==> src/rtl/byte_unpacker.sv <==
// byte_unpacker: splits a byte stream into a nibble stream via a small FIFO.
// Ports: clk, rst_n | in_data/in_valid/in_ready | out_nib/out_valid/out_ready/out_last | fifo_count
module byte_unpacker #(
    parameter int DEPTH      = 4,
    parameter bit HIGH_FIRST = 1'b1
) (
    input  logic                     clk,
    input  logic                     rst_n,
    input  logic [7:0]               in_data,
    input  logic                     in_valid,
    output logic                     in_ready,
    output logic [3:0]               out_nib,
    output logic                     out_valid,
    input  logic                     out_ready,
    output logic                     out_last,
    output logic [$clog2(DEPTH):0]   fifo_count
);

    localparam int AW = $clog2(DEPTH);
    localparam int CW = AW + 1;

    localparam logic [1:0] S_IDLE   = 2'd0;
    localparam logic [1:0] S_FIRST  = 2'd1;
    localparam logic [1:0] S_SECOND = 2'd2;

    logic [7:0]    r_mem [DEPTH];
    logic [AW-1:0] r_wptr;
    logic [AW-1:0] r_rptr;
    logic [CW-1:0] r_count;
    logic [1:0]    r_state;
    logic [7:0]    r_byte;

    logic          w_full;
    logic          w_empty;
    logic          w_push;
    logic          w_pop;
    logic          w_fire;
    logic [7:0]    w_head;

    function automatic logic [3:0] f_first(input logic [7:0] b);
        return HIGH_FIRST ? b[7:4] : b[3:0];
    endfunction

    function automatic logic [3:0] f_second(input logic [7:0] b);
        return HIGH_FIRST ? b[3:0] : b[7:4];
    endfunction

    assign w_full  = (r_count == CW'(DEPTH));
    assign w_empty = (r_count == '0);
    assign w_head  = r_mem[r_rptr];

    // in_ready depends on the count only: a pop in the same cycle
    // does not open a slot until the next cycle.
    assign in_ready = !w_full;
    assign w_push   = in_valid && !w_full;
    assign w_fire   = out_valid && out_ready;

    // Load the output register when idle, or back-to-back when the
    // second nibble of the current byte is being taken.
    assign w_pop = !w_empty &&
                   ((r_state == S_IDLE) ||
                    ((r_state == S_SECOND) && w_fire));

    assign out_valid  = (r_state == S_FIRST) || (r_state == S_SECOND);
    assign out_last   = (r_state == S_SECOND);
    assign out_nib    = (r_state == S_SECOND) ? f_second(r_byte)
                                              : f_first(r_byte);
    assign fifo_count = r_count;

    always_ff @(posedge clk) begin
        if (w_push) begin
            r_mem[r_wptr] <= in_data;
        end
    end

    always_ff @(posedge clk or negedge rst_n) begin
        if (!rst_n) begin
            r_wptr  <= '0;
            r_rptr  <= '0;
            r_count <= '0;
        end else begin
            if (w_push) begin
                r_wptr <= r_wptr + 1'b1;
            end
            if (w_pop) begin
                r_rptr <= r_rptr + 1'b1;
            end
            unique case ({w_push, w_pop})
                2'b10:   r_count <= r_count + 1'b1;
                2'b01:   r_count <= r_count - 1'b1;
                default: r_count <= r_count;
            endcase
        end
    end

    always_ff @(posedge clk or negedge rst_n) begin
        if (!rst_n) begin
            r_state <= S_IDLE;
            r_byte  <= 8'h00;
        end else begin
            unique case (r_state)
                S_IDLE: begin
                    if (w_pop) begin
                        r_byte  <= w_head;
                        r_state <= S_FIRST;
                    end
                end
                S_FIRST: begin
                    if (w_fire) begin
                        r_state <= S_SECOND;
                    end
                end
                S_SECOND: begin
                    if (w_fire) begin
                        if (w_pop) begin
                            r_byte  <= w_head;
                            r_state <= S_FIRST;
                        end else begin
                            r_state <= S_IDLE;
                        end
                    end
                end
                default: begin
                    r_state <= S_IDLE;
                end
            endcase
        end
    end

endmodule

==> config.mk <==
export PLATFORM = sky130hd
export DESIGN_NAME = byte_unpacker
export DESIGN_NICKNAME = d
export VERILOG_FILES = /design/src/rtl/byte_unpacker.sv
export SDC_FILE = /design/constraint.sdc
export NUM_CORES = 1
export LEC_CHECK = 0
export CAP_MARGIN = 5
export CORE_ASPECT_RATIO = 0.9
export CORE_MARGIN = 2
export CORE_UTILIZATION = 55
export DETAILED_ROUTE_END_ITERATION = 12
export PLACE_DENSITY = 0.78
export SLEW_MARGIN = 20
export SYNTH_ARGS = -nofsm -noshare
export SYNTH_HDL_FRONTEND = slang
export SYNTH_SLANG_ARGS = --single-unit
==> constraint.sdc <==
create_clock -name clk -period 4.8 [get_ports clk]
set_input_delay 1.2 -clock clk [delete_from_list [all_inputs] [get_ports clk]]
set_output_delay 1.2 -clock clk [all_outputs]
set_load 0.02 [all_outputs]
==> results of run 1 <==
==> power breakdown <==
part           switching [mW]  leakage, nW  total (mW)  internal [mW]
clock network           0.134       0.0402       0.235          0.101
logic                   0.329        0.386       0.714          0.385
registers               0.106        0.494       0.697          0.591
total                   0.569        0.920        1.65           1.08
==> synthesized netlist by cell type, drive strengths merged <==
library cell	number
nand2b	1
o21ai	1
and3	4
ha	9
inv	9
xor2	4
dfrtp	17
nor3	1
fa	1
or3b	1
or4b	1
o211ai	1
a211oi	1
a32o	1
edfxtp	32
o21a	1
nor2	3
nor3b	1
mux2	14
mux4	8
a21oi	1
and2	1
buf	3
xnor2	2
nand2	2
==> cell families after synthesis <==
kind of cell	count (synthesis)
and+or+nand+nor	15
muxes	22
AOI/OAI and AO/OA	6
xor gates and xnor gates	6
adders and majority gates	10
DFF	49
buffers and inverters	12
==> routing by layer <==
layer	track usage, %	vias up	share of wire (%)
met1	21.7	548	42
li1	-	492	-
met2	30.9	31	51
met4	9.56	0	2.7
met3	3.87	12	4.4
met5	0	-	0
==> worst reg2reg max path, cell delays in order, from the launching register on <==
cell and delay, ps:
dfrtp_1 420, inv_1 90, ha_1 450, a21oi_2 160, nor2_1 260, ha_1 230
inv_1 60, fa_1 380, xor2_1 150, nor2_1 110, xor2_1 150
==> state kept, by name, summed over array words and instances, names as in the netlist <==
register,flops
r_wptr,2
r_byte,8
r_mem,32
fifo_count,3
r_state,2
r_rptr,2
==> layout make-up <==
| type | instances | area (sq um) |
|---|---|---|
| sequential | 49 | 1390 |
| clock inverter | 2 | 16.3 |
| clock buffer | 5 | 68.8 |
| tap | 46 | 57.6 |
| timing repair buffer | 21 | 210 |
| multi-input combinational | 59 | 678 |
| inverter | 9 | 33.8 |
| fill | 253 | 1250 |
==> how the worst max path moves through the flow <==
stage,startpoint,to,slack (ps)
after floorplan,r_state[0],out_nib[0],2270
after global placement,out_ready,fifo_count[2],1620
after detailed placement,out_ready,fifo_count[2],1540
after CTS,r_state[0],out_nib[3],1400
after global routing,r_state[0],out_nib[3],1310
final,r_state[0],out_nib[3],1400
==> layout by cell type (no fill, tap or decap) <==
master and count:
clkdlybuf4s50_1 21, nor3b_1 1, xor2_1 4, edfxtp_1 32
mux2_2 13, fa_1 1, mux2_4 1, and2_4 1
nand2b_1 1, mux4_2 8, a32o_1 1, o21ai_0 1
dfrtp_1 17, inv_1 9, clkinv_4 1, and3_1 4
o21a_1 1, a21oi_2 1, o211ai_1 1, nand2_1 2
or4b_1 1, nor2_1 3, nor3_1 1, clkinvlp_4 1
ha_1 9, a211oi_4 1, xnor2_1 2, or3b_4 1
clkbuf_8 5
==> metrics by stage <==
step           instance area (sq um)  hold slack (ps)
2_1_floorplan                   2110              475
3_3_place_gp                    2370              487
3_5_place_dp                    2370              492
4_1_cts                         2450              512
5_1_grt                         2450              538
6_report                        2450              512
==> impl_metrics.toml, run 1 <==
[status]
status = "finished clean"

[drt]
drc = 0
finalWirelength_microns = 3420
vias = 1083
viasPerCell = 5.67
first_iter_violations = 45
wl_per_cell_microns = 17.9
drtAntennaViolNets = 0
firstDrtPassIters = 4

[layout]
layout.nets = 167
final_core_util_pct = 66.2
diodes = 0
drive_gt1_share_pct = 22.8
area_growth_syn_to_layout_pct = 15.9
stdcell_count = 191

[global_routing]
grt_max_degree = 18
grt_pass1_wl_microns = 5820
grt.total_usage_pct = 18.1
antenna_found_initial = 0
gr-total-overflow = 0
grt_pass1_vias = 1173

[setup_path]
reg2reg_depth = 10
critical_path_class = "register to output pin"
slowest_stage = "clkdlybuf4s50_1"
crit_buf_inv = 2
cp_max_fo = 8
startpoint_type = "register"
cp.depth = 4
reg2reg_from = "r_state[0]"
worstPathRequired_ps = 3600
reg2reg_to = "fifo_count[2]"
cpLargestDelayFamily = "buffers and inverters"
rrSetupSlack_ps = 2280
crit_path_end_kind = "output pin"
critPathMaxStageDelay_ps = 550
critPathArrivalTime_ps = 2200
path_cells = "inv_1 > ha_1 > mux2_2 > clkdlybuf4s50_1"

[logic_synthesis]
synth-seq-cells = 49
netlist.area_leader.share_pct = 45.4
synth_compound_area_share_pct = 2.78
synthMuxAreaShare_pct = 16.2
netlist_top_cells_area = "edfxtp_1 45%, dfrtp_1 20%, mux4_2 8.5%"
syn_area_sq_mm = 0.00211
synth.distinct_cells = 28
yosys.area_share.adder_pct = 6.27
synth_nets = 142
synth-simple-area-share_pct = 4.38
seq_area_frac_synth_pct = 65.6
yosysTopAreaCell = "edfxtp_1"
synth_xor_area_share_pct = 2.49
syn_inst = 120
yosys_warnings = 0
synth_top_family_by_area = "multiplexers"
avgSynthCellArea_sq_um = 17.6

[clocking]
clkLatencyLatePin_ps = 300
cts_setup_buffers = 0
cts_tree = "yes"
cts_max_path_buffers = 2
numClockSinks = 49
cts_buffers = 5
ctsResizeCount = 0
clockRootBuffer = "clkbuf_8"
htreeDepth = 2
clk_pin_slew_ps = 90
cts-hold-fix-buffers = 0

[sta]
hold_viol = 0
fin_ws_ps = 1400
skew_ps = 4.59
fmax_mhz = 294
worst_pin_slew_ps = 801
min_period_ps = 3400
rsz0062_at_grt = "false"
setup_viol = 0
post-route-period-util_pct = 70.9
fin_setup_tns_ps = 0
slew_violations = 0
max_slew_margin_pct = 46.5

[pwr]
leakage_nw = 0.920
powerDensity_mw_per_mm2 = 672
peakVddDrop_mv = 0.301
power_mw = 1.65

[place]
place.gp.congestion = 0.817
dp.cells = 184
io_buffers = 21
pre_cts_ws_ps = 1540
dp.final_hpwl_microns = 2340

[min_path]
hp-class = "register to register"
hold_depth = 1
worstHoldStart = "r_byte[4]"
min_to = "r_byte[4]"

[run]
drv_cap = 0

[floorplan]
num_rows = 21
num_io_pins = 22
die_x_microns = 69.4
start_util_pct = 57.1
coreArea_sq_mm = 0.00370
die_h_microns = 62.8
die_area_sq_mm = 0.00436
Power figures use the tool's default switching activity.
==> inputs of run 2 (changes only) <==
- clock period: 4.8 -> 3.4 ns (I/O delays scaled with it)
==> results of run 2 <==
The final DEF is identical to that of run 1. Status: finished clean.
Among the figures that moved: setup slack after placement 1540 ps -> 495 ps; setup slack after layout 1400 ps -> 349 ps; register-to-register setup slack 2280 ps -> 880 ps; total power 1.65 mW -> 2.32 mW; worst IR drop on VDD 0.301 mV -> 0.424 mV
